<file path="config.mk">
export PLATFORM = sky130hd
export DESIGN_NAME = keypad_scanner
export DESIGN_NICKNAME = d
export VERILOG_FILES = /design/src/rtl/keypad_scanner.sv
export SDC_FILE = /design/constraint.sdc
export NUM_CORES = 1
export LEC_CHECK = 0
export ABC_AREA = 0
export CAP_MARGIN = 20
export CELL_PAD_IN_SITES_DETAIL_PLACEMENT = 1
export CELL_PAD_IN_SITES_GLOBAL_PLACEMENT = 2
export CORE_MARGIN = 2
export CORE_UTILIZATION = 42
export DETAILED_ROUTE_END_ITERATION = 10
export GPL_ROUTABILITY_DRIVEN = 0
export HOLD_SLACK_MARGIN = 0.06
export PLACE_DENSITY_LB_ADDON = 0.15
export SYNTH_ARGS = -nofsm -noshare
export SYNTH_HDL_FRONTEND = slang
export SYNTH_SLANG_ARGS = --single-unit
</file>
<file path="constraint.sdc">
create_clock -name clk -period 3.7 [get_ports clk]
set_input_delay 0.925 -clock clk [delete_from_list [all_inputs] [get_ports clk]]
set_output_delay 0.925 -clock clk [all_outputs]
set_load 0.02 [all_outputs]
</file>
<file path="src/rtl/keypad_scanner.sv">
// keypad_scanner
//   Scans a 4x4 active-low matrix keypad. It strobes one row low at a time and
//   reads the columns. It debounces presses and releases, and emits one 4-bit
//   key code per accepted press with a single-cycle valid pulse.
//
//   Optional build macro: KEY_REPEAT_EN
//     When defined, a key held for REPEAT_TICKS scan ticks re-pulses key_valid
//     with the same key_code. The pulse repeats for as long as the key stays held.
//     When undefined, key_valid pulses exactly once per accepted press.
//
//   Ports
//     clk        in   system clock
//     rst        in   asynchronous reset, active-high
//     row[3:0]   out  row strobe, active-low, one-hot-low (registered)
//     col[3:0]   in   column sense, active-low, asynchronous to clk
//     key_code   out  last accepted key = row_idx*4 + col_idx (registered)
//     key_valid  out  one-clk pulse when key_code is (re)issued (registered)
//     key_held   out  high while the accepted key remains pressed (registered)
module keypad_scanner #(
  parameter int SCAN_DIV     = 25000,
  parameter int DEBOUNCE_CNT = 4,
  parameter int REPEAT_TICKS = 250
) (
  input  logic       clk,
  input  logic       rst,
  output logic [3:0] row,
  input  logic [3:0] col,
  output logic [3:0] key_code,
  output logic       key_valid,
  output logic       key_held
);

  localparam int DIV_W = (SCAN_DIV > 1) ? $clog2(SCAN_DIV) : 1;
  localparam int DB_W  = $clog2(DEBOUNCE_CNT + 1);
  localparam logic [DIV_W-1:0] DIV_LAST  = DIV_W'(SCAN_DIV - 1);
  localparam logic [DB_W-1:0]  DB_TARGET = DB_W'(DEBOUNCE_CNT);

  // Reject parameter values the counters cannot honour.
  generate
    if (SCAN_DIV < 1 || DEBOUNCE_CNT < 1 || REPEAT_TICKS < 1) begin : g_param_check
      $error("keypad_scanner: SCAN_DIV, DEBOUNCE_CNT and REPEAT_TICKS must be >= 1");
    end
  endgenerate

  typedef enum logic [2:0] {
    ST_SCAN     = 3'd0,
    ST_DEBOUNCE = 3'd1,
    ST_ACCEPT   = 3'd2,
    ST_HELD     = 3'd3,
    ST_RELEASE  = 3'd4
  } state_e;

  // Returns {valid, col_idx}. Only a single low column is a valid pattern;
  // no low column and ghosting (several low) both decode as "no key".
  function automatic logic [2:0] decode_col(input logic [3:0] c);
    logic [2:0] r;
    case (c)
      4'b1110: r = {1'b1, 2'd0};
      4'b1101: r = {1'b1, 2'd1};
      4'b1011: r = {1'b1, 2'd2};
      4'b0111: r = {1'b1, 2'd3};
      default: r = 3'b000;
    endcase
    return r;
  endfunction

  // Active-low one-hot strobe for a row index.
  function automatic logic [3:0] row_strobe(input logic [1:0] idx);
    logic [3:0] s;
    case (idx)
      2'd0:    s = 4'b1110;
      2'd1:    s = 4'b1101;
      2'd2:    s = 4'b1011;
      2'd3:    s = 4'b0111;
      default: s = 4'b1110;
    endcase
    return s;
  endfunction

  logic [3:0]       col_meta_q;
  logic [3:0]       col_sync_q;
  logic [DIV_W-1:0] div_q;
  logic             tick_s;
  state_e           state_q;
  logic [1:0]       row_idx_q;
  logic [3:0]       row_q;
  logic [3:0]       cand_q;
  logic [DB_W-1:0]  stable_q;
  logic [DB_W-1:0]  rel_q;
  logic [3:0]       key_code_q;
  logic             key_valid_q;
  logic             key_held_q;

  logic [2:0]       pat_s;
  logic             pat_valid_s;
  logic [1:0]       pat_idx_s;
  logic             all_high_s;
  logic             same_col_s;
  logic [DB_W-1:0]  stable_d;
  logic [DB_W-1:0]  rel_d;
  logic [1:0]       row_idx_d;
  logic [3:0]       row_d;

`ifdef KEY_REPEAT_EN
  localparam int REP_W = $clog2(REPEAT_TICKS + 1);
  localparam logic [REP_W-1:0] REP_TARGET = REP_W'(REPEAT_TICKS);
  logic [REP_W-1:0] rep_q;
  logic [REP_W-1:0] rep_d;
`endif

  assign row       = row_q;
  assign key_code  = key_code_q;
  assign key_valid = key_valid_q;
  assign key_held  = key_held_q;

  // Two-flop synchronizer for the asynchronous column inputs.
  always_ff @(posedge clk or posedge rst) begin
    if (rst) begin
      col_meta_q <= 4'b1111;
      col_sync_q <= 4'b1111;
    end else begin
      col_meta_q <= col;
      col_sync_q <= col_meta_q;
    end
  end

  // Free-running scan divider; runs in every state.
  always_ff @(posedge clk or posedge rst) begin
    if (rst) begin
      div_q <= {DIV_W{1'b0}};
    end else if (tick_s) begin
      div_q <= {DIV_W{1'b0}};
    end else begin
      div_q <= div_q + DIV_W'(1);
    end
  end

  assign tick_s = (div_q == DIV_LAST);

  // Column decode and next-value helpers for the scan FSM.
  always_comb begin
    pat_s       = decode_col(col_sync_q);
    pat_valid_s = pat_s[2];
    pat_idx_s   = pat_s[1:0];
    all_high_s  = (col_sync_q == 4'b1111);
    same_col_s  = pat_valid_s && (pat_idx_s == cand_q[1:0]);
    stable_d    = stable_q + DB_W'(1);
    rel_d       = rel_q + DB_W'(1);
    row_idx_d   = row_idx_q + 2'd1;
    row_d       = row_strobe(row_idx_d);
`ifdef KEY_REPEAT_EN
    rep_d       = rep_q + REP_W'(1);
`endif
  end

  // Scan / debounce / accept / hold / release state machine with registered outputs.
  always_ff @(posedge clk or posedge rst) begin
    if (rst) begin
      state_q     <= ST_SCAN;
      row_idx_q   <= 2'd0;
      row_q       <= 4'b1110;
      cand_q      <= 4'd0;
      stable_q    <= {DB_W{1'b0}};
      rel_q       <= {DB_W{1'b0}};
      key_code_q  <= 4'd0;
      key_valid_q <= 1'b0;
      key_held_q  <= 1'b0;
`ifdef KEY_REPEAT_EN
      rep_q       <= {REP_W{1'b0}};
`endif
    end else begin
      key_valid_q <= 1'b0;
      case (state_q)
        ST_SCAN: begin
          if (tick_s) begin
            if (pat_valid_s) begin
              // Row is held from here until the key is rejected or released.
              cand_q   <= {row_idx_q, pat_idx_s};
              stable_q <= DB_W'(1);
              state_q  <= (DEBOUNCE_CNT == 1) ? ST_ACCEPT : ST_DEBOUNCE;
            end else begin
              row_idx_q <= row_idx_d;
              row_q     <= row_d;
            end
          end
        end

        ST_DEBOUNCE: begin
          if (tick_s) begin
            if (same_col_s) begin
              stable_q <= stable_d;
              if (stable_d >= DB_TARGET) begin
                state_q <= ST_ACCEPT;
              end
            end else begin
              cand_q    <= 4'd0;
              stable_q  <= {DB_W{1'b0}};
              row_idx_q <= row_idx_d;
              row_q     <= row_d;
              state_q   <= ST_SCAN;
            end
          end
        end

        ST_ACCEPT: begin
          key_code_q  <= cand_q;
          key_valid_q <= 1'b1;
          key_held_q  <= 1'b1;
          stable_q    <= {DB_W{1'b0}};
          state_q     <= ST_HELD;
`ifdef KEY_REPEAT_EN
          rep_q       <= {REP_W{1'b0}};
`endif
        end

        ST_HELD: begin
          if (tick_s) begin
            if (all_high_s) begin
              if (DEBOUNCE_CNT == 1) begin
                key_held_q <= 1'b0;
                row_idx_q  <= row_idx_d;
                row_q      <= row_d;
                state_q    <= ST_SCAN;
              end else begin
                rel_q   <= DB_W'(1);
                state_q <= ST_RELEASE;
              end
            end else begin
              // Other keys in this row are ignored; other rows are not strobed.
`ifdef KEY_REPEAT_EN
              if (rep_d >= REP_TARGET) begin
                key_valid_q <= 1'b1;
                rep_q       <= {REP_W{1'b0}};
              end else begin
                rep_q <= rep_d;
              end
`endif
            end
          end
        end

        ST_RELEASE: begin
          if (tick_s) begin
            if (all_high_s) begin
              if (rel_d >= DB_TARGET) begin
                key_held_q <= 1'b0;
                rel_q      <= {DB_W{1'b0}};
                row_idx_q  <= row_idx_d;
                row_q      <= row_d;
                state_q    <= ST_SCAN;
              end else begin
                rel_q <= rel_d;
              end
            end else begin
              rel_q   <= {DB_W{1'b0}};
              state_q <= ST_HELD;
`ifdef KEY_REPEAT_EN
              rep_q   <= {REP_W{1'b0}};
`endif
            end
          end
        end

        default: begin
          state_q <= ST_SCAN;
        end
      endcase
    end
  end

endmodule

</file>
Word-level counts from Yosys, hierarchy flattened:

Index checks and enable logic that the tools add are counted.

* bits in registers: 48
* input port bits: 6
* output and inout port bits: 10
* logic and storage cells: 107

* add/subtract/negate cells: 4
* magnitude comparators: 2
* eq/ne operators: 26
* multiplexer cells: 49
* reduce and logical (&&, ||, !) cells: 14

Operators with widths (number)
* 3-bit two-way mux: 17
* 4-bit two-way mux: 11
* 2-bit inequality test, second input constant: 10
* 4-bit equality test, second input constant: 4
* 4-bit case mux with 4 select lines: 1
* 8-bit AND reduction: 2
* 15-bit by 1-bit adder with 15-bit output, second input constant: 1
* 15-bit equality test, second input constant: 1
* 15-bit two-way mux: 1
* 3-bit case mux with 5 select lines: 1
* 2-bit two-way mux: 7
* 3-bit case mux with 4 select lines: 1
* 4-bit case mux with 3 select lines: 1
* 4-bit AND reduction: 3
* 3-bit case mux with 3 select lines: 1
* 4-bit case mux with 2 select lines: 1
* 3-bit by 1-bit adder with 3-bit output, second input constant: 2
* 3-bit by 2-bit equality test with 1-bit output, second input constant: 2
* 3-bit greater-or-equal comparator, second input constant: 2
* 3-bit inequality test, second input constant: 2
* 2-bit case mux with 3 select lines: 1
* 3-bit case mux with 2 select lines: 1
* 2-bit nonzero test: 3
* 3-bit nonzero test: 2
* other kinds (13): 17

Depth between registers and ports, before layout:

* depth after elaboration: 7
* mapped depth: 7
* gate-level depth less buffers: 6

Worst setup path after synthesis:

Ideal clock, no wire load.

* path type: register to register
* start: reg col_sync_q[1]
* end: reg state_q[0]
* setup time: 0.125 ns
* data arrival time: 1.892 ns
* data required time: 3.575 ns
* setup slack: 1.683 ns
* cell stages (with the launch flop): 7
* buffers on the path: 1
* period minus slack after synthesis: 2.017 ns
* cells stage by stage: dfstp_2 -> buf_4 -> or4b_1 -> o22ai_2 -> o21ai_2 -> o221ai_1 -> mux2_2

* word-level cells in the longest chain between the ends: 7
* elaborated cells between the ends (all ways): 18
* those cells by class: eq/ne (10); mux (6); reduce/logical (2)

RTL lines
* start, declared: RTL line 81 `logic [3:0] col_sync_q;`
* start signal, assigned: RTL line 123 `col_sync_q <= col_meta_q;`
* 4-bit by 3-bit equality test with 1-bit output or 4-bit equality test (tied branches): RTL line 57 `case (c)`
* 3-bit case mux with 4 select lines: RTL line 57
* 2-bit equality test: RTL line 146 `same_col_s = pat_valid_s && (pat_idx_s == cand_q[1:0]);`
* 1-bit logical AND: RTL line 146
* 3-bit two-way mux: RTL line 190 `if (same_col_s) begin`
* 3-bit two-way mux: RTL line 189 `if (tick_s) begin`
* 3-bit case mux with 5 select lines: RTL line 173 `case (state_q)`
* end signal, assigned: RTL line 180 `state_q <= (DEBOUNCE_CNT == 1) ? ST_ACCEPT : ST_DEBOUNCE;`
* end, declared: RTL line 84 `state_e state_q;`

Several ways; a longest one is shown, not always the timed one. The select of a mux whose other input is x is not followed.
A chain may end at the register's enable or synchronous reset.

Final worst setup path:

* start: reg row_q[3], in the netlist row[3]
* end: out row[3]

RTL lines
* start, declared: RTL line 86 `logic [3:0] row_q;`
* start signal, assigned: RTL line 183 `row_q <= row_d;`
* start signal, assigned: RTL line 199 `row_q <= row_d;`
* start signal, assigned: RTL line 222 `row_q <= row_d;`
* end, declared: RTL line 26 `output logic [3:0] row,`

No word-level cell between the ends.

==> flow_summary_export.csv <==
group,metric,value,unit
clocking,h-tree-depth,2,
critical_path,cp-startpoint,"row[3]",
yosys,synth_top_area_cell,"dfrtp_1",
cells_and_area,drive_gt1_share,17.8,%
sta,skew,0.00807,ns
pwr,combPwrFrac,3.2,%
detailed_routing,drt_pre_antenna_iters,4,
detailed_routing,dr_wl_met2,2470,um
outcome,status,"finished, final reports clean",
pwr,p_leak,1.20,nW
clocking,cts_buffers,5,
sta,fmax,422,MHz
detailed_routing,viasPerCell,5.29,
detailed_routing,highest_layer,"met4",
critical_path,r2r-start,"div_q[0]",
yosys,synth_nets,227,
detailed_routing,met3_wirelength,124,um
critical_path,worst-setup-path-type,"reg -> out",
place,port_buffers,15,
yosys,yosys_warnings,0,
place,hpwl,3530,um
critical_path,crit_path_end_kind,"output pin",
yosys,synth-edff-count,0,
grt,grt_max_degree,34,
pwr,clkPwrFrac,38.0,%
sta,final.period_utilization,64.0,%
yosys,synth-compound-area-share,8.65,%
sta,slew_headroom,60.7,%
pwr,p_int,0.718,mW
pwr,p_seq_share,58.7,%
critical_path,start_kind,"flip-flop",
critical_path,required,2.77,ns
detailed_routing,via_count,1598,
yosys,syn-cell-area,2400,um2
cells_and_area,nFillCells,612,
critical_path,critPathBufInv,1,
clocking,cts_root_buf,"clkbuf_8",
yosys,synth_top_family_by_area,"simple AND/OR/NAND/NOR gates",
floorplanning,initial_utilization,43.6,%
yosys,syn_inst,214,
cells_and_area,fin_nets,242,
clocking,clk_pin_slew_worst_paths,0.09,ns
sta,setup_violations,0,
yosys,synth_ff_type,"dfrtp_1",
pwr,peakVddDrop,0.187,mV
yosys,synth.mux.area_fraction,6.62,%
grt,grt_pass1_vias,1739,
cells_and_area,ff_latch_area,1210,um2
cells_and_area,syn2layout_area_growth,12.9,%
min_path,hold_start,"col_meta_q[0]",
yosys,synthTopCellsByCount,"dfrtp_1, nand2_1, nor2_1",
clocking,clk_path_buf_depth,2,
critical_path,path_cells,"clkdlybuf4s50_1",
floorplanning,dieHeight,79.6,um
grt,grt_use_total,17.3,%
cells_and_area,multi_input_area,1100,um2
yosys,avgSynthCellArea,11.2,um2
sta,drv_slew,0,
grt,antenna_found_initial,0,
critical_path,slowest_stage,"clkdlybuf4s50_1",
grt,overflow,0,
floorplanning,rows,27,
yosys,synth_fa_ha_area_share,3.65,%
detailed_routing,route.detailed.drc,0,
critical_path,max_stage_delay,0.60,ns
detailed_routing,drtIter0Drc,27,
cells_and_area,diodes,0,
detailed_routing,wire_per_inst,15.9,um
sta,fin_tns_setup,0,ns
detailed_routing,wl,4810,um
detailed_routing,ant_nets,0,
pwr,switchingPower,0.202,mW
critical_path,critPathTopFamily,"buffers and inverters",
clocking,clk_latency,0.30,ns
job,drv_cap,0,
clocking,post-cts-setup-buffers,0,
sta,worst_pin_slew,0.585,ns
yosys,synthSimpleGateAreaFrac,19.8,%
floorplanning,dieArea,6340,um2
floorplanning,coreArea,5510,um2
grt,grt_pass1_wl,8350,um
cells_and_area,instances_no_fill,302,
yosys,synth_async_sr_flop_share,100,%
pwr,swShare,22.0,%
min_path,hold_path_class,"reg -> reg",
yosys,synth-xor-area-share,6.93,%
yosys,synthTopCellsByArea,"dfrtp_1, dfstp_2, xnor2_1",
critical_path,arrival,1.44,ns
floorplanning,io_pins,16,
place,dp_cells,294,
yosys,yosysSeqAreaShare,50.6,%
clocking,cts_hold_buf,0,
yosys,synth.most_common_cell,"dfrtp_1",
floorplanning,die_width,79.6,um
clocking,cts_resized,0,
detailed_routing,wl_met1,2140,um
sta,rsz0062_at_grt,"false",
yosys,ys_types,50,
clocking,tritoncts,"done",
yosys,synth_top_area_share,38.6,%
pwr,p_per_area,340,nW/um2
sta,finalHoldViolations,0,
sta,period_needed,2.37,ns
critical_path,cp_max_fo,2,
clocking,numClockSinks,48,
yosys,ys_ff_latch,48,
[power by group through the flow]
stage | Combinational (mW) | Sequential (mW) | Clock, mW
2_1_floorplan | 0.0278 | 0.543 | 0
3_3_place_gp | 0.0295 | 0.550 | 0
3_5_place_dp | 0.0308 | 0.550 | 0
4_1_cts | 0.0308 | 0.541 | 0.362
5_1_grt | 0.0333 | 0.542 | 0.388
6_report | 0.0296 | 0.541 | 0.350
[area by class of cell]
cell class	instances	area share, %
Sequential cell	48	44.8
Multi-Input combinational cell	147	40.4
Timing Repair Buffer	17	6.09
Clock buffer	6	3.46
Tap cell	72	3.32
Inverter	10	1.39
Clock inverter	2	0.462
[flip-flops by register name, indices dropped and copies added, names as in the netlist]
name        count
row             4
rel_q           3
row_idx_q       2
state_q         3
stable_q        3
key_valid       1
col_sync_q      4
div_q          15
key_held        1
cand_q          4
col_meta_q      4
key_code        4
[routing by layer]
metal | track usage [%] | up-vias
li1 | - | 772
met4 | 5.17 | 0
met3 | 4.52 | 6
met1 | 21.2 | 808
met2 | 29.8 | 12
met5 | 0 | -
[through the flow]
stage	setup slack (ns)	hold WS, ns	utilization [%]	cell area [um2]	power, mW
after floorplan	1.65	0.345	-	2400	0.571
after global placement	1.50	0.347	47.3	2600	0.579
after detailed placement	1.45	0.350	47.3	2600	0.581
after CTS	1.32	0.363	49.2	2710	0.933
after global routing	1.26	0.368	49.2	2710	0.963
final	1.33	0.361	49.2	2710	0.920
[placed cells by master (no fill, tap or decap), drive strengths merged, types with 5 or more instances in the layout]
master / Yosys / routed
ha: 7 / 7
xor2: 6 / 6
o21ai: 9 / 9
and2: 5 / 5
mux2: 9 / 9
xnor2: 13 / 13
mux2i: 5 / 5
clkbuf: 5 / 6
nand2b: 5 / 5
nand2: 20 / 20
nand4: 5 / 5
nor2: 16 / 16
dfrtp: 37 / 37
clkdlybuf4s50: 0 / 15
inv: 10 / 9
dfstp: 11 / 11
[path summary, 6_finish.rpt]
path | endpoint | cells past startpoint | slack (ns)
worst max-delay path | row[3] | 1 | 1.33
worst min-delay path | col_sync_q[0] | 0 | 0.36
worst max register to register | cand_q[0] | 6 | 1.47
worst min register to register | col_sync_q[0] | 0 | 0.36
max in group asynchronous | row[3] | 3 | 2.00
min in group asynchronous | row_idx_q[1] | 2 | 0.91
[cells by family after synthesis]
family / count (synthesis)
multiplexers: 14
flip-flops: 48
adder cells (fa/ha/maj): 7
AO/OA/AOI/OAI: 28
XOR/XNOR: 19
AND/OR/NAND/NOR: 79
buffers and inverters: 19
Note: power is estimated with default switching activity, not from simulation.
